==> src/rtl/coeff_apply.sv <==
// Qualifies a new coefficient word after STABLE_CYCLES consecutive edges, then applies it on the next frame strobe.
// Minimum latency STABLE_CYCLES+1 edges; no backpressure, a changed input while pending discards the qualified value.
module coeff_apply #(
  parameter int NB            = 8,
  parameter int STABLE_CYCLES = 3
) (
  input  logic          i_clock,
  input  logic          i_reset,
  input  logic [NB-1:0] i_coeffs,
  input  logic          i_frame_start,
  input  logic          i_enable,
  output logic [NB-1:0] o_coeffs,
  output logic          o_update,
  output logic          o_pending,
  output logic          o_discard
);

  typedef enum logic [1:0] {IDLE, QUALIFY, PENDING} state_t;

  localparam logic [4:0] CNT_MAX = 5'(STABLE_CYCLES);

  state_t        state, state_nxt;
  logic [NB-1:0] cand, cand_nxt;
  logic [NB-1:0] coeffs_nxt;
  logic [4:0]    cnt, cnt_nxt, cnt_inc;
  logic          update_nxt, discard_nxt;
  logic          in_diff_applied, in_diff_cand, qualified;

  assign in_diff_applied = (i_coeffs != o_coeffs);
  assign in_diff_cand    = (i_coeffs != cand);
  assign cnt_inc         = (cnt >= CNT_MAX) ? CNT_MAX : cnt + 5'd1;
  assign qualified       = !in_diff_cand && (cnt_inc == CNT_MAX);

  always_ff @(posedge i_clock) begin
    if (i_reset) begin
      state     <= IDLE;
      cand      <= '0;
      cnt       <= '0;
      o_coeffs  <= '0;
      o_update  <= 1'b0;
      o_discard <= 1'b0;
    end else begin
      state     <= state_nxt;
      cand      <= cand_nxt;
      cnt       <= cnt_nxt;
      o_coeffs  <= coeffs_nxt;
      o_update  <= update_nxt;
      o_discard <= discard_nxt;
    end
  end

  always_comb begin
    state_nxt = state;
    if (!i_enable) begin
      state_nxt = IDLE;
    end else begin
      case (state)
        IDLE:    if (in_diff_applied) state_nxt = QUALIFY;
        // A value that settles back onto the applied word needs no frame.
        QUALIFY: if (qualified) state_nxt = (cand != o_coeffs) ? PENDING : IDLE;
        PENDING: begin
          if (i_frame_start)     state_nxt = IDLE;
          else if (in_diff_cand) state_nxt = QUALIFY;
        end
        default: state_nxt = IDLE;
      endcase
    end
  end

  always_comb begin
    cand_nxt    = cand;
    cnt_nxt     = cnt;
    coeffs_nxt  = o_coeffs;
    update_nxt  = 1'b0;
    discard_nxt = 1'b0;
    if (!i_enable) begin
      cnt_nxt = '0;
    end else begin
      case (state)
        IDLE: begin
          if (in_diff_applied) begin
            cand_nxt = i_coeffs;
            cnt_nxt  = 5'd1;
          end
        end
        QUALIFY: begin
          if (in_diff_cand) begin
            cand_nxt = i_coeffs;
            cnt_nxt  = 5'd1;
          end else begin
            cnt_nxt = cnt_inc;
          end
        end
        PENDING: begin
          // The frame strobe wins; a simultaneous input change is seen from IDLE next edge.
          if (i_frame_start) begin
            coeffs_nxt = cand;
            update_nxt = 1'b1;
          end else if (in_diff_cand) begin
            discard_nxt = 1'b1;
            cand_nxt    = i_coeffs;
            cnt_nxt     = 5'd1;
          end
        end
        default: cnt_nxt = '0;
      endcase
    end
  end

  assign o_pending = (state == PENDING);

endmodule
==> config.mk <==
export PLATFORM = sky130hd
export DESIGN_NAME = coeff_apply
export DESIGN_NICKNAME = d
export VERILOG_FILES = /design/src/rtl/coeff_apply.sv
export SDC_FILE = /design/constraint.sdc
export NUM_CORES = 1
export LEC_CHECK = 0
export BUFFER_PORTS_ARGS = -buffer_cell sky130_fd_sc_hd__buf_2
export CORE_MARGIN = 2
export CORE_UTILIZATION = 33
export DETAILED_ROUTE_END_ITERATION = 7
export REMOVE_ABC_BUFFERS = 1
export SLEW_MARGIN = 20
export SYNTH_ARGS = -nofsm -noshare
export SYNTH_HDL_FRONTEND = slang
export SYNTH_SLANG_ARGS = --single-unit
==> constraint.sdc <==
create_clock -name i_clock -period 4.15 [get_ports i_clock]
set_clock_uncertainty 0.15 [all_clocks]
set_input_delay 0.6225 -clock i_clock [delete_from_list [all_inputs] [get_ports i_clock]]
set_output_delay 0.6225 -clock i_clock [all_outputs]
set_load 0.01 [all_outputs]
==> flow_summary.html, run 1 <==
<table>
<tr><th>Metric</th><th>Value</th></tr>
<tr><th colspan="2">Run status</th></tr>
<tr><td>Run status</td><td>finished clean</td></tr>
<tr><th colspan="2">Timing</th></tr>
<tr><td>Setup TNS</td><td>0 ns</td></tr>
<tr><td>Number of pins with negative max-slew slack in the final report</td><td>0</td></tr>
<tr><td>Highest achievable clock rate</td><td>0.4864 GHz</td></tr>
<tr><td>Setup repair after global routing missed its margin</td><td>no</td></tr>
<tr><td>Min Clock Period, post-route</td><td>2.056 ns</td></tr>
<tr><td>Transition time at the pin with the least slew margin</td><td>0.6129 ns</td></tr>
<tr><td>Relative slew slack</td><td>59.01%</td></tr>
<tr><td>Hold slack</td><td>0.3297 ns</td></tr>
<tr><td>Setup violation total in the final timing report</td><td>0</td></tr>
<tr><td>Post-route clock period utilization</td><td>49.54%</td></tr>
<tr><td>Total count of hold-check failures in the final report</td><td>0</td></tr>
<tr><th colspan="2">Setup path</th></tr>
<tr><td>Source of the worst register-to-register timing path</td><td>state[0]</td></tr>
<tr><td>Worst reg2reg setup slack</td><td>2.12 ns</td></tr>
<tr><td>Type of the worst setup path</td><td>in2reg</td></tr>
<tr><td>Cell depth of the worst flop-to-flop path</td><td>6</td></tr>
<tr><td>CP Capture Type</td><td>flop</td></tr>
<tr><td>Crit Reg-Reg Endpoint</td><td>cand[1]</td></tr>
<tr><td>Nature of the critical path startpoint</td><td>input port</td></tr>
<tr><td>Arrival @ worst endpoint</td><td>2.10 ns</td></tr>
<tr><td>Largest driver fanout on the critical path</td><td>8</td></tr>
<tr><td>CP required</td><td>around 4.2 ns</td></tr>
<tr><th colspan="2">Global routing</th></tr>
<tr><td>Congestion Overflow GR</td><td>0</td></tr>
<tr><td>First-pass GRT wire length</td><td>4.968 mm</td></tr>
<tr><td>Via count of the first global-routing pass</td><td>1060</td></tr>
<tr><td>Number of antenna violations at the first check in global routing</td><td>0</td></tr>
<tr><td>Tot GR Track Use</td><td>12.56%</td></tr>
<tr><td>Pin count of the biggest net entering global routing</td><td>29</td></tr>
<tr><th colspan="2">Synthesis</th></tr>
<tr><td>Number of standard cells after synthesis</td><td>157</td></tr>
<tr><td>Post-synthesis sequential area ratio</td><td>between 30% and 40%</td></tr>
<tr><td>Proportion of netlist area held by the largest area contributor</td><td>35.37%</td></tr>
<tr><td>EDFF count, synth</td><td>0</td></tr>
<tr><td>Mean post-synth cell area</td><td>approximately 9.0 um2</td></tr>
<tr><td>Most used flip-flop cell after synthesis</td><td>sky130_fd_sc_hd__dfxtp_1</td></tr>
<tr><td>Synthesis Warnings</td><td>0</td></tr>
<tr><td>Unique masters post-synth</td><td>31</td></tr>
<tr><td>Area contributors post-synth</td><td>sky130_fd_sc_hd__dfxtp_1 (35%), sky130_fd_sc_hd__xnor2_1 (9.9%), sky130_fd_sc_hd__mux2i_1 (8.5%), sky130_fd_sc_hd__nand2_1 (6.6%), sky130_fd_sc_hd__nand2b_1 (5.3%)</td></tr>
<tr><td>Ranking of synthesized cells by instance count</td><td>sky130_fd_sc_hd__dfxtp_1 (25), sky130_fd_sc_hd__nand2_1 (25), sky130_fd_sc_hd__xnor2_1 (16)</td></tr>
<tr><td>Async set or reset register ratio after synthesis</td><td>0%</td></tr>
<tr><td>Area of the mapped netlist</td><td>1415 um2</td></tr>
<tr><td>Leading area contributor after synthesis</td><td>sky130_fd_sc_hd__dfxtp_1</td></tr>
<tr><td>Number of storage elements in the synthesis netlist</td><td>25</td></tr>
<tr><th colspan="2">CTS</th></tr>
<tr><td>Count of H-tree levels built during CTS</td><td>1</td></tr>
<tr><td>Post-CTS Setup Repair Bufs</td><td>0</td></tr>
<tr><td>CTS Buf Count</td><td>3</td></tr>
<tr><td>Clock Path Buffers</td><td>2</td></tr>
<tr><td>Clock latency at the later pin of the worst-skew pair</td><td>~0.27 ns</td></tr>
<tr><td>Hold buffer count at cts</td><td>0</td></tr>
<tr><td>Reg clk slew, reported paths</td><td>0.09 ns</td></tr>
<tr><td>Clock tree from TritonCTS</td><td>done</td></tr>
<tr><td>Count of instances resized after the clock tree is built</td><td>0</td></tr>
<tr><td>Clock tree root driver cell</td><td>sky130_fd_sc_hd__clkbuf_8</td></tr>
<tr><td>Clock sink total</td><td>25</td></tr>
<tr><th colspan="2">Power and ir drop</th></tr>
<tr><td>Leakage power of the design</td><td>around 0.66 nW</td></tr>
<tr><td>Cell area power density</td><td>between 200 and 300 nW/um2</td></tr>
<tr><td>Max rail drop VDD</td><td>between 100 and 150 uV</td></tr>
<tr><th colspan="2">Hold path</th></tr>
<tr><td>Worst hold path stage count</td><td>1</td></tr>
<tr><td>Path class of the lowest-slack min-delay path</td><td>reg2reg</td></tr>
<tr><td>Hold Path Sink</td><td>cnt[2]</td></tr>
<tr><td>Hold Startpoint</td><td>cnt[2]</td></tr>
<tr><th colspan="2">Layout</th></tr>
<tr><td>Number of nets in the final layout</td><td>197</td></tr>
<tr><td>Layout cell share with drive strength beyond 1</td><td>16.20%</td></tr>
<tr><td>Final design area excluding fillers</td><td>1618 um2</td></tr>
<tr><td>Final Util</td><td>roughly two fifths</td></tr>
<tr><td>Number of fill cells</td><td>405</td></tr>
<tr><td>Number of antenna cells inserted</td><td>0</td></tr>
<tr><td>Area overhead of the layout relative to synthesis</td><td>14.32%</td></tr>
<tr><th colspan="2">Route</th></tr>
<tr><td>Total Routed Length</td><td>2.817 mm</td></tr>
<tr><td>Drt via density</td><td>4.795</td></tr>
<tr><td>First-pass iteration count of the detailed router</td><td>4</td></tr>
<tr><td>Post-detailed-route wirelength per cell</td><td>12.30 um</td></tr>
<tr><td>Vias</td><td>between 1k and 1.5k</td></tr>
<tr><td>DRC violation count after routing</td><td>0</td></tr>
<tr><td>Count of routing violations after the opening detailed-route iteration</td><td>34</td></tr>
<tr><td>ANT nets after route</td><td>0</td></tr>
<tr><th colspan="2">Floorplan</th></tr>
<tr><td>Die H</td><td>69.49 um</td></tr>
<tr><td>Die Outline Area</td><td>4828 um2</td></tr>
<tr><td>Std-Cell Core Area</td><td>~4000 um2</td></tr>
<tr><td>Effective utilization at floorplan</td><td>34.88%</td></tr>
<tr><td>Floorplan die width</td><td>~69 um</td></tr>
<tr><td>Row Count</td><td>23</td></tr>
<tr><td>Top-level port count</td><td>23</td></tr>
<tr><th colspan="2">Placement</th></tr>
<tr><td>Routability-driven placement congestion ratio</td><td>0.7961</td></tr>
<tr><td>Instance area at placement</td><td>1573 um2</td></tr>
<tr><td>DP HPWL</td><td>2.154 mm</td></tr>
<tr><td>Port buffer count</td><td>22</td></tr>
<tr><th colspan="2">Run</th></tr>
<tr><td>Maximum capacitance violations</td><td>0</td></tr>
</table>
-- area by class of cell --
type,count,area [um2],share of cell area (%)
clock buffer,4,45.04,2.784
inverter,3,11.26,0.6961
multi-input combinational,125,888.4,54.91
sequential,25,500.5,30.94
tap,50,62.56,3.867
timing repair buffer,22,110.1,6.806
-- cell families (layout without fill, tap and decap cells) --
group / after synthesis / count (layout) / synth area share (%)
buffers and inverters: 7 / 29 / 1.856
AO/OA/AOI/OAI: 18 / 18 / 9.372
AND/OR/NAND/NOR: 66 / 66 / 25.64
adder cells (fa/ha/maj): 5 / 5 / 4.421
flip-flops: 25 / 25 / 35.37
multiplexers: 12 / 12 / 8.488
XOR/XNOR: 24 / 24 / 14.85
-- worst max-delay path by stage --
stage,end,slack (ns),from
after floorplan,state[1],2.15,i_coeffs[7]
after global placement,state[0],1.87,i_coeffs[7]
after detailed placement,cand[2],1.80,i_coeffs[1]
after CTS,cand[1],2.07,i_coeffs[1]
after global routing,state[0],1.99,i_coeffs[7]
final,cand[1],2.09,i_coeffs[1]
-- through the flow --
step	instances	worst slack [ns]	total power, W
2_1_floorplan	153	2.153	0.0003070
3_3_place_gp	225	1.874	0.0003314
3_5_place_dp	225	1.797	0.0003310
4_1_cts	229	2.067	0.0004773
5_1_grt	229	1.985	0.0004970
6_report	229	2.094	0.0004712
-- placed cells by master, fill, tap and decap left out, types with 3 or more instances in the layout --
master	count
sky130_fd_sc_hd__nor2_1	4
sky130_fd_sc_hd__xor2_1	8
sky130_fd_sc_hd__ha_1	5
sky130_fd_sc_hd__or2b_1	6
sky130_fd_sc_hd__clkbuf_8	3
sky130_fd_sc_hd__nand3_1	3
sky130_fd_sc_hd__mux2i_1	12
sky130_fd_sc_hd__nor3b_1	4
sky130_fd_sc_hd__dfxtp_1	25
sky130_fd_sc_hd__nand2b_1	12
sky130_fd_sc_hd__nand2_1	25
sky130_fd_sc_hd__xnor2_1	16
sky130_fd_sc_hd__a21oi_1	9
sky130_fd_sc_hd__buf_2	22
sky130_fd_sc_hd__inv_1	3
sky130_fd_sc_hd__nand4_1	3
-- worst max-delay path, cell delays in order --
cell                       delay [ns]
sky130_fd_sc_hd__buf_2           0.12
sky130_fd_sc_hd__xor2_1          0.19
sky130_fd_sc_hd__nor2_1          0.12
sky130_fd_sc_hd__and3_4          0.22
sky130_fd_sc_hd__a211oi_4        0.57
sky130_fd_sc_hd__mux2i_1         0.26
-- per-layer routing --
| layer | GRT usage, % | vias up | share of wire (%) |
|---|---|---|---|
| li1 | - | 575 | - |
| met1 | 17.17 | 499 | 50 |
| met2 | 20.19 | 19 | 45 |
| met3 | 2.471 | 5 | 3.5 |
| met4 | 3.268 | 0 | 1.2 |
| met5 | 0 | - | 0 |
-- state kept, by name (all words and copies together), names as in the netlist --
name       cells
cand           8
o_coeffs       8
o_update       1
o_discard      1
state          2
cnt            5
-- power by group --
| part | total, W | leakage (nW) | switching [W] | internal, W |
|---|---|---|---|---|
| clock | 0.000146 | 0.0228 | 0.0000778 | 0.0000687 |
| combinational | 0.0000691 | 0.434 | 0.0000366 | 0.0000325 |
| sequential | 0.000256 | 0.203 | 0.00000874 | 0.000247 |
| total | 0.000471 | 0.660 | 0.000123 | 0.000348 |
No activity file was read; power rests on OpenSTA's default activity.
==> run 2: changes to the inputs <==
- clock period: 4.15 -> 1.81 ns (I/O delays scaled with it)
==> run 2 against run 1 <==
Compared with the run above:
- total power increased by 140%
- critical path depth increased by 2
- die area unchanged
- sequential cell count unchanged
- register-to-register slack got worse by 2.1 ns
- global-route usage increased by 1.5 points
- via count increased by 13%
- clock power increased by 130%
- largest cell class unchanged
- sequential share of layout area decreased by 4.9 points
==> flow_summary.html, run 2 (synthesis gave the netlist of run 1 again) <==
<table>
<tr><th>Metric</th><th>Value</th></tr>
<tr><th colspan="2">Run status</th></tr>
<tr><td>Run status</td><td>finished clean</td></tr>
<tr><th colspan="2">Setup path</th></tr>
<tr><td>Largest driver fanout on the critical path</td><td>5 (-3)</td></tr>
<tr><td>CP Capture Type</td><td>flop</td></tr>
<tr><td>Ordered cell list for the critical path</td><td>xor2_1 &gt; nor4_2 &gt; buf_4 &gt; buf_6 &gt; a31o_1 &gt; a21oi_1 &gt; buf_4 &gt; mux2i_1</td></tr>
<tr><td>Standard cell with the maximum stage delay on the critical path</td><td>sky130_fd_sc_hd__dfxtp_1</td></tr>
<tr><td>Nature of the critical path startpoint</td><td>flop</td></tr>
<tr><td>Buf/Inv on CP</td><td>3 (+2)</td></tr>
<tr><td>Worst setup path startpoint</td><td>cand[5]</td></tr>
<tr><td>Slowest Stage Delay on Critical Path</td><td>0.36 ns (-0.21 ns)</td></tr>
<tr><td>Kind of cell adding the most delay to the critical path</td><td>buffers and inverters</td></tr>
<tr><td>Source of the worst register-to-register timing path</td><td>cand[5]</td></tr>
<tr><td>Type of the worst setup path</td><td>reg2reg</td></tr>
<tr><td>Crit path top cell by count</td><td>sky130_fd_sc_hd__buf_4</td></tr>
<tr><td>Arrival @ worst endpoint</td><td>1.80 ns (-0.30 ns)</td></tr>
<tr><td>CP required</td><td>1.86 ns (-2.34 ns)</td></tr>
<tr><th colspan="2">Power and ir drop</th></tr>
<tr><td>Part of the total power dissipated in combinational logic</td><td>19.7% (+5.0 points)</td></tr>
<tr><td>Share of total power consumed by net switching</td><td>26.58% (+0.45 points)</td></tr>
<tr><td>Leakage power of the design</td><td>0.8467 nW (+28%)</td></tr>
<tr><td>Clock group share of total power</td><td>29.3% (-1.8 points)</td></tr>
<tr><td>P_sw</td><td>0.0003025 W (+150%)</td></tr>
<tr><td>Cell Int Power</td><td>0.0008357 W (+140%)</td></tr>
<tr><td>Cell area power density</td><td>584.6 nW/um2 (+100%)</td></tr>
<tr><td>Share of power burned in registers</td><td>51.0% (-3.3 points)</td></tr>
<tr><td>Max rail drop VDD</td><td>303.0 uV (+150%)</td></tr>
<tr><th colspan="2">Timing</th></tr>
<tr><td>Post-route clock period utilization</td><td>96.76%</td></tr>
<tr><td>Setup TNS</td><td>0 ns (unchanged)</td></tr>
<tr><td>Total count of hold-check failures in the final report</td><td>0 (unchanged)</td></tr>
<tr><td>Setup violation total in the final timing report</td><td>0 (unchanged)</td></tr>
<tr><td>Number of pins with negative max-slew slack in the final report</td><td>0 (unchanged)</td></tr>
<tr><td>Min Clock Period, post-route</td><td>1.751 ns</td></tr>
<tr><td>Relative slew slack</td><td>76.13% (+17 points)</td></tr>
<tr><td>Setup repair after global routing missed its margin</td><td>yes</td></tr>
<tr><td>Highest achievable clock rate</td><td>about 0.57 GHz</td></tr>
<tr><td>Transition time at the pin with the least slew margin</td><td>0.3574 ns (-0.2555 ns)</td></tr>
<tr><td>Hold slack</td><td>0.1385 ns (-0.1913 ns)</td></tr>
<tr><th colspan="2">CTS</th></tr>
<tr><td>Reg clk slew, reported paths</td><td>0.09 ns (about the same)</td></tr>
<tr><td>Clock Path Buffers</td><td>2 (unchanged)</td></tr>
<tr><td>Clock tree from TritonCTS</td><td>done</td></tr>
<tr><td>Clock sink total</td><td>25 (unchanged)</td></tr>
<tr><td>CTS Buf Count</td><td>3 (unchanged)</td></tr>
<tr><td>Clock tree root driver cell</td><td>sky130_fd_sc_hd__clkbuf_8</td></tr>
<tr><td>Clock latency at the later pin of the worst-skew pair</td><td>0.27 ns (about the same)</td></tr>
<tr><td>Count of H-tree levels built during CTS</td><td>1 (unchanged)</td></tr>
<tr><th colspan="2">Route</th></tr>
<tr><td>Drt via density</td><td>4.711 (-1.7%)</td></tr>
<tr><td>ANT nets after route</td><td>0 (unchanged)</td></tr>
<tr><td>First-pass iteration count of the detailed router</td><td>4 (unchanged)</td></tr>
<tr><td>Vias</td><td>1239 (+13%)</td></tr>
<tr><td>Count of routing violations after the opening detailed-route iteration</td><td>49 (+44%)</td></tr>
<tr><td>DRC violation count after routing</td><td>0 (unchanged)</td></tr>
<tr><td>Post-detailed-route wirelength per cell</td><td>12.74 um (+3.5%)</td></tr>
<tr><td>Total Routed Length</td><td>3.350 mm (+19%)</td></tr>
<tr><th colspan="2">Floorplan</th></tr>
<tr><td>Std-Cell Core Area</td><td>4058 um2 (unchanged)</td></tr>
<tr><td>Row Count</td><td>23 (unchanged)</td></tr>
<tr><td>Die H</td><td>69.49 um (unchanged)</td></tr>
<tr><td>Die Outline Area</td><td>4828 um2 (unchanged)</td></tr>
<tr><td>Effective utilization at floorplan</td><td>34.88% (unchanged)</td></tr>
<tr><td>Floorplan die width</td><td>69.49 um (unchanged)</td></tr>
<tr><td>Top-level port count</td><td>23 (unchanged)</td></tr>
<tr><th colspan="2">Layout</th></tr>
<tr><td>Layout cell share with drive strength beyond 1</td><td>35.68% (+19 points)</td></tr>
<tr><td>Leading cell type in the layout, fill and taps excluded</td><td>sky130_fd_sc_hd__buf_4</td></tr>
<tr><td>Area overhead of the layout relative to synthesis</td><td>37.58%</td></tr>
<tr><td>Number of fill cells</td><td>380 (-6.2%)</td></tr>
<tr><td>Number of nets in the final layout</td><td>231 (+17%)</td></tr>
<tr><td>Number of antenna cells inserted</td><td>0 (unchanged)</td></tr>
<tr><td>Commonest cells after routing, fill and taps aside</td><td>sky130_fd_sc_hd__buf_4 (30), sky130_fd_sc_hd__nand2_1 (25), sky130_fd_sc_hd__buf_2 (22), sky130_fd_sc_hd__dfxtp_1 (20), sky130_fd_sc_hd__xnor2_1 (16)</td></tr>
<tr><td>Largest registers</td><td>cand: 8 flops, o_coeffs: 8 flops, cnt: 5 flops</td></tr>
<tr><th colspan="2">Global routing</th></tr>
<tr><td>Tot GR Track Use</td><td>14.07% (+1.5 points)</td></tr>
<tr><td>Congestion Overflow GR</td><td>0 (unchanged)</td></tr>
<tr><td>Number of antenna violations at the first check in global routing</td><td>0 (unchanged)</td></tr>
<tr><td>Via count of the first global-routing pass</td><td>1208 (+14%)</td></tr>
<tr><td>First-pass GRT wire length</td><td>5.554 mm (+12%)</td></tr>
<tr><td>Pin count of the biggest net entering global routing</td><td>27 (-6.9%)</td></tr>
<tr><th colspan="2">Placement</th></tr>
<tr><td>Routability-driven placement congestion ratio</td><td>0.7708 (-3.2%)</td></tr>
<tr><td>DP HPWL</td><td>2.508 mm (+16%)</td></tr>
<tr><td>Port buffer count</td><td>22 (unchanged)</td></tr>
<tr><th colspan="2">Hold path</th></tr>
<tr><td>Path class of the lowest-slack min-delay path</td><td>in2reg</td></tr>
<tr><td>Hold Startpoint</td><td>i_coeffs[5]</td></tr>
<tr><th colspan="2">Run</th></tr>
<tr><td>Maximum capacitance violations</td><td>0 (unchanged)</td></tr>
</table>
[run 2: changes by cell type in the layout (fill, tap and decap cells not counted), moves of 3 or more]
cell / change
sky130_fd_sc_hd__buf_4: +30
sky130_fd_sc_hd__buf_6: +4
sky130_fd_sc_hd__dfxtp_1: -5
sky130_fd_sc_hd__dfxtp_2: +5
sky130_fd_sc_hd__nor3b_1: -3
sky130_fd_sc_hd__nor3b_2: +3
[run 2: per-layer routing]
metal	up-vias	wire [um]	GRT usage, %
li1	639	-	-
met1	580	1632	19.59
met2	18	1594	22.76
met3	2	109	2.326
met4	0	14	3.268
met5	-	0	0
[run 2: worst paths after layout]
| path | end | slack, ns | cells past startpoint |
|---|---|---|---|
| worst min-delay path | cand[5] | 0.14 | 3 |
| worst min register to register | cnt[2] | 0.34 | 1 |
| worst max-delay path | cnt[1] | 0.06 | 8 |
| worst max register to register | cnt[1] | 0.06 | 8 |
[run 2: per-stage QoR]
stage          std cells  area, um2  util [%]  setup slack, ns  total power, W
6_report             263       1947     47.98          0.05871        0.001138
5_1_grt              263       1947     47.98         -0.04126        0.001198
4_1_cts              263       1874     46.19         0.003056        0.001140
3_5_place_dp         256       1805     44.50          -0.1532       0.0007975
3_3_place_gp         256       1805     44.50          -0.1010       0.0007988
2_1_floorplan        153       1400         -          0.02537       0.0007038
[run 2: area by class of cell]
class | count | area, um2 | share of cell area, %
clock buffers | 3 | 41.29 | 2.121
clock inverters | 1 | 5.005 | 0.2571
inverters | 3 | 11.26 | 0.5784
multi-input cells | 125 | 939.7 | 48.26
flip-flops and latches | 25 | 506.7 | 26.03
well taps | 50 | 62.56 | 3.213
repair buffers | 56 | 380.4 | 19.54
[run 2: repair_timing]
| item | in CTS | in global routing |
|---|---|---|
| gates cloned | 0 | 0 |
| pin swaps | 3 | 6 |
| buffers inserted | 3 | 0 |
| hold buffers | 0 | 0 |
| endpoints found under the setup margin | 14 | 15 |
| resized for setup | 0 | 17 |
[run 2: power by group through the flow]
| stage | combinational (W) | sequential [W] | clock (W) |
|---|---|---|---|
| 2_1_floorplan | 0.000109 | 0.000595 | 0 |
| 3_3_place_gp | 0.000208 | 0.000591 | 0 |
| 3_5_place_dp | 0.000207 | 0.000590 | 0 |
| 4_1_cts | 0.000212 | 0.000578 | 0.000350 |
| 5_1_grt | 0.000245 | 0.000583 | 0.000369 |
| 6_report | 0.000224 | 0.000581 | 0.000334 |
[run 2: worst reg2reg max path: stages (launching register included)]
cell	delay, ns
sky130_fd_sc_hd__dfxtp_1	0.36
sky130_fd_sc_hd__xor2_1	0.17
sky130_fd_sc_hd__nor4_2	0.07
sky130_fd_sc_hd__buf_4	0.15
sky130_fd_sc_hd__buf_6	0.11
sky130_fd_sc_hd__a31o_1	0.16
sky130_fd_sc_hd__a21oi_1	0.16
sky130_fd_sc_hd__buf_4	0.18
sky130_fd_sc_hd__mux2i_1	0.18
==> run 3: changes to the inputs <==
- CTS_BUF_LIST: default -> sky130_fd_sc_hd__clkbuf_16
==> run 3 against run 2 <==
Compared with the run above:
- setup slack got worse by 0.027 ns
- non-clock buffer count stayed put
- utilization rose by 1.2 points
- die area stayed put
- design area grew 2.5%
- critical path depth unchanged
- clock power up 50%
- maximum frequency decreased by 1.5%
- first-iteration DRC count up 4.1%
- combinational power up 2%
- sequential power about the same
- largest cell class unchanged
==> flow_summary.html, run 3 (synthesis gave the netlist of run 1 again) <==
<table>
<tr><th>Metric</th><th>Value</th></tr>
<tr><th colspan="2">Route</th></tr>
<tr><td>Count of routing violations after the opening detailed-route iteration</td><td>51 (+4.1%)</td></tr>
<tr><td>DRC violation count after routing</td><td>0 (unchanged)</td></tr>
<tr><td>Post-detailed-route wirelength per cell</td><td>13.24 um (+4.0%)</td></tr>
<tr><td>ANT nets after route</td><td>0 (unchanged)</td></tr>
<tr><td>Vias</td><td>1256 (+1.4%)</td></tr>
<tr><td>Drt via density</td><td>4.776 (+1.4%)</td></tr>
<tr><td>First-pass iteration count of the detailed router</td><td>4 (unchanged)</td></tr>
<tr><td>Total Routed Length</td><td>3.483 mm (+4.0%)</td></tr>
<tr><th colspan="2">CTS</th></tr>
<tr><td>Clock latency at the later pin of the worst-skew pair</td><td>0.26 ns (about the same)</td></tr>
<tr><td>Clock sink total</td><td>25 (unchanged)</td></tr>
<tr><td>Reg clk slew, reported paths</td><td>0.06 ns (-0.03 ns)</td></tr>
<tr><td>Count of H-tree levels built during CTS</td><td>1 (unchanged)</td></tr>
<tr><td>Clock tree root driver cell</td><td>sky130_fd_sc_hd__clkbuf_16</td></tr>
<tr><td>Clock Path Buffers</td><td>2 (unchanged)</td></tr>
<tr><td>Clock tree from TritonCTS</td><td>done</td></tr>
<tr><td>CTS Buf Count</td><td>3 (unchanged)</td></tr>
<tr><th colspan="2">Setup path</th></tr>
<tr><td>Type of the worst setup path</td><td>reg2reg</td></tr>
<tr><td>CP required</td><td>1.85 ns (about the same)</td></tr>
<tr><td>CP Capture Type</td><td>flop</td></tr>
<tr><td>Largest driver fanout on the critical path</td><td>5 (unchanged)</td></tr>
<tr><td>Arrival @ worst endpoint</td><td>1.82 ns (+0.02 ns)</td></tr>
<tr><td>Nature of the critical path startpoint</td><td>flop</td></tr>
<tr><th colspan="2">Hold path</th></tr>
<tr><td>Path class of the lowest-slack min-delay path</td><td>in2reg</td></tr>
<tr><th colspan="2">Placement</th></tr>
<tr><td>Number of instances in the placed design</td><td>256 (unchanged)</td></tr>
<tr><td>Setup slack at placement</td><td>-0.1532 ns (unchanged)</td></tr>
<tr><td>DP HPWL</td><td>2.508 mm (unchanged)</td></tr>
<tr><td>Routability-driven placement congestion ratio</td><td>0.7708 (unchanged)</td></tr>
<tr><td>Port buffer count</td><td>22 (unchanged)</td></tr>
<tr><th colspan="2">Layout</th></tr>
<tr><td>Number of nets in the final layout</td><td>231 (unchanged)</td></tr>
<tr><td>Number of fill cells</td><td>379 (-0.26%)</td></tr>
<tr><td>Commonest cells after routing, fill and taps aside</td><td>sky130_fd_sc_hd__buf_4 (30), sky130_fd_sc_hd__nand2_1 (25), sky130_fd_sc_hd__buf_2 (22), sky130_fd_sc_hd__dfxtp_1 (19), sky130_fd_sc_hd__xnor2_1 (16)</td></tr>
<tr><td>Largest registers</td><td>cand: 8 flops, o_coeffs: 8 flops, cnt: 5 flops</td></tr>
<tr><td>Leading cell type in the layout, fill and taps excluded</td><td>sky130_fd_sc_hd__buf_4</td></tr>
<tr><td>Area overhead of the layout relative to synthesis</td><td>41.03%</td></tr>
<tr><td>Layout cell share with drive strength beyond 1</td><td>37.09% (+1.4 points)</td></tr>
<tr><td>Number of antenna cells inserted</td><td>0 (unchanged)</td></tr>
<tr><td>Final cell count without fillers</td><td>263 (unchanged)</td></tr>
<tr><th colspan="2">Run status</th></tr>
<tr><td>Run status</td><td>finished clean</td></tr>
<tr><th colspan="2">Global routing</th></tr>
<tr><td>Pin count of the biggest net entering global routing</td><td>27 (unchanged)</td></tr>
<tr><td>Tot GR Track Use</td><td>14.43% (+0.36 points)</td></tr>
<tr><td>Number of antenna violations at the first check in global routing</td><td>0 (unchanged)</td></tr>
<tr><td>Congestion Overflow GR</td><td>0 (unchanged)</td></tr>
<tr><td>First-pass GRT wire length</td><td>5.637 mm (+1.5%)</td></tr>
<tr><td>Via count of the first global-routing pass</td><td>1201 (-0.58%)</td></tr>
<tr><th colspan="2">Timing</th></tr>
<tr><td>Post-layout worst setup margin</td><td>0.03135 ns (-0.02735 ns)</td></tr>
<tr><td>Highest achievable clock rate</td><td>0.5622 GHz (-1.5%)</td></tr>
<tr><td>Post-route clock period utilization</td><td>98.27% (+1.5 points)</td></tr>
<tr><td>Number of pins with negative max-slew slack in the final report</td><td>0 (unchanged)</td></tr>
<tr><td>Setup repair after global routing missed its margin</td><td>yes</td></tr>
<tr><td>Min Clock Period, post-route</td><td>1.779 ns (+0.02735 ns)</td></tr>
<tr><td>Transition time at the pin with the least slew margin</td><td>0.3667 ns (+0.009349 ns)</td></tr>
<tr><td>Setup violation total in the final timing report</td><td>0 (unchanged)</td></tr>
<tr><td>Total count of hold-check failures in the final report</td><td>0 (unchanged)</td></tr>
<tr><td>Relative slew slack</td><td>75.50% (-0.62 points)</td></tr>
<tr><td>Hold slack</td><td>0.1416 ns (+0.003129 ns)</td></tr>
<tr><th colspan="2">Floorplan</th></tr>
<tr><td>Floorplan die width</td><td>69.49 um (unchanged)</td></tr>
<tr><td>Die H</td><td>69.49 um (unchanged)</td></tr>
<tr><td>Effective utilization at floorplan</td><td>34.88% (unchanged)</td></tr>
<tr><td>Std-Cell Core Area</td><td>4058 um2 (unchanged)</td></tr>
<tr><td>Top-level port count</td><td>23 (unchanged)</td></tr>
<tr><td>Row Count</td><td>23 (unchanged)</td></tr>
<tr><td>Die Outline Area</td><td>4828 um2 (unchanged)</td></tr>
<tr><th colspan="2">Run</th></tr>
<tr><td>Maximum capacitance violations</td><td>0 (unchanged)</td></tr>
<tr><th colspan="2">Power and ir drop</th></tr>
<tr><td>Max rail drop VDD</td><td>336.6 uV (+11%)</td></tr>
<tr><td>Leakage power of the design</td><td>0.8644 nW (+2.1%)</td></tr>
<tr><td>Cell area power density</td><td>656.6 nW/um2 (+12%)</td></tr>
</table>
[run 3: path summary, 6_finish.rpt]
check | start | depth (start not counted) | end | slack [ns]
hold / removal | i_coeffs[5] | 3 | cand[5] | 0.14
hold reg to reg | state[1] | 2 | state[1] | 0.34
setup / recovery | cand[4] | 8 | cnt[1] | 0.03
setup reg to reg | cand[4] | 8 | cnt[1] | 0.03
[run 3: critical path, cell delays in order (launching register included)]
cell,delay [ns]
sky130_fd_sc_hd__dfxtp_2,0.34
sky130_fd_sc_hd__xor2_1,0.18
sky130_fd_sc_hd__nor4_2,0.07
sky130_fd_sc_hd__buf_4,0.15
sky130_fd_sc_hd__buf_6,0.11
sky130_fd_sc_hd__a31o_1,0.18
sky130_fd_sc_hd__a21oi_1,0.17
sky130_fd_sc_hd__buf_4,0.18
sky130_fd_sc_hd__mux2i_1,0.18
[run 3: cell type report]
| type | count | area (um2) | share of cell area, % |
|---|---|---|---|
| clock buffers | 3 | 75.07 | 3.762 |
| clock inverters | 1 | 5.005 | 0.2508 |
| inverters | 3 | 11.26 | 0.5643 |
| multi-input cells | 125 | 953.4 | 47.77 |
| flip-flops and latches | 25 | 508.0 | 25.45 |
| well taps | 50 | 62.56 | 3.135 |
| repair buffers | 56 | 380.4 | 19.06 |
[run 3: repair_timing]
| action | 4_1_cts | 5_1_grt |
|---|---|---|
| hold buffers | 0 | 0 |
| gates resized for setup | 0 | 20 |
| pin swaps | 3 | 7 |
| setup buffers | 3 | 0 |
| endpoints found under the setup margin | 13 | 15 |
[run 3: stage by stage]
step | total power [W] | setup TNS (ns) | utilization, % | cell area (um2)
after global routing | 0.001372 | -0.3909 | 49.18 | 1996
final | 0.001310 | 0 | 49.18 | 1996
after CTS | 0.001298 | 0 | 47.02 | 1908
after detailed placement | 0.0007975 | -1.434 | 44.50 | 1805
after floorplan | 0.0007038 | 0 | - | 1400
after global placement | 0.0007988 | -1.009 | 44.50 | 1805
[run 3: layer usage]
metal / track usage, % / part of all wire, %
met5: 0 / 0
met4: 3.922 / 1.6
met3: 3.198 / 3.7
met2: 22.54 / 48
met1: 20.04 / 46
[run 3: where the power goes]
group	total, W	switching (W)	internal, W
Sequential	0.000581	0.0000129	0.000569
Clock	0.000501	0.000202	0.000298
Combinational	0.000228	0.000113	0.000115
Total	0.00131	0.000329	0.000982
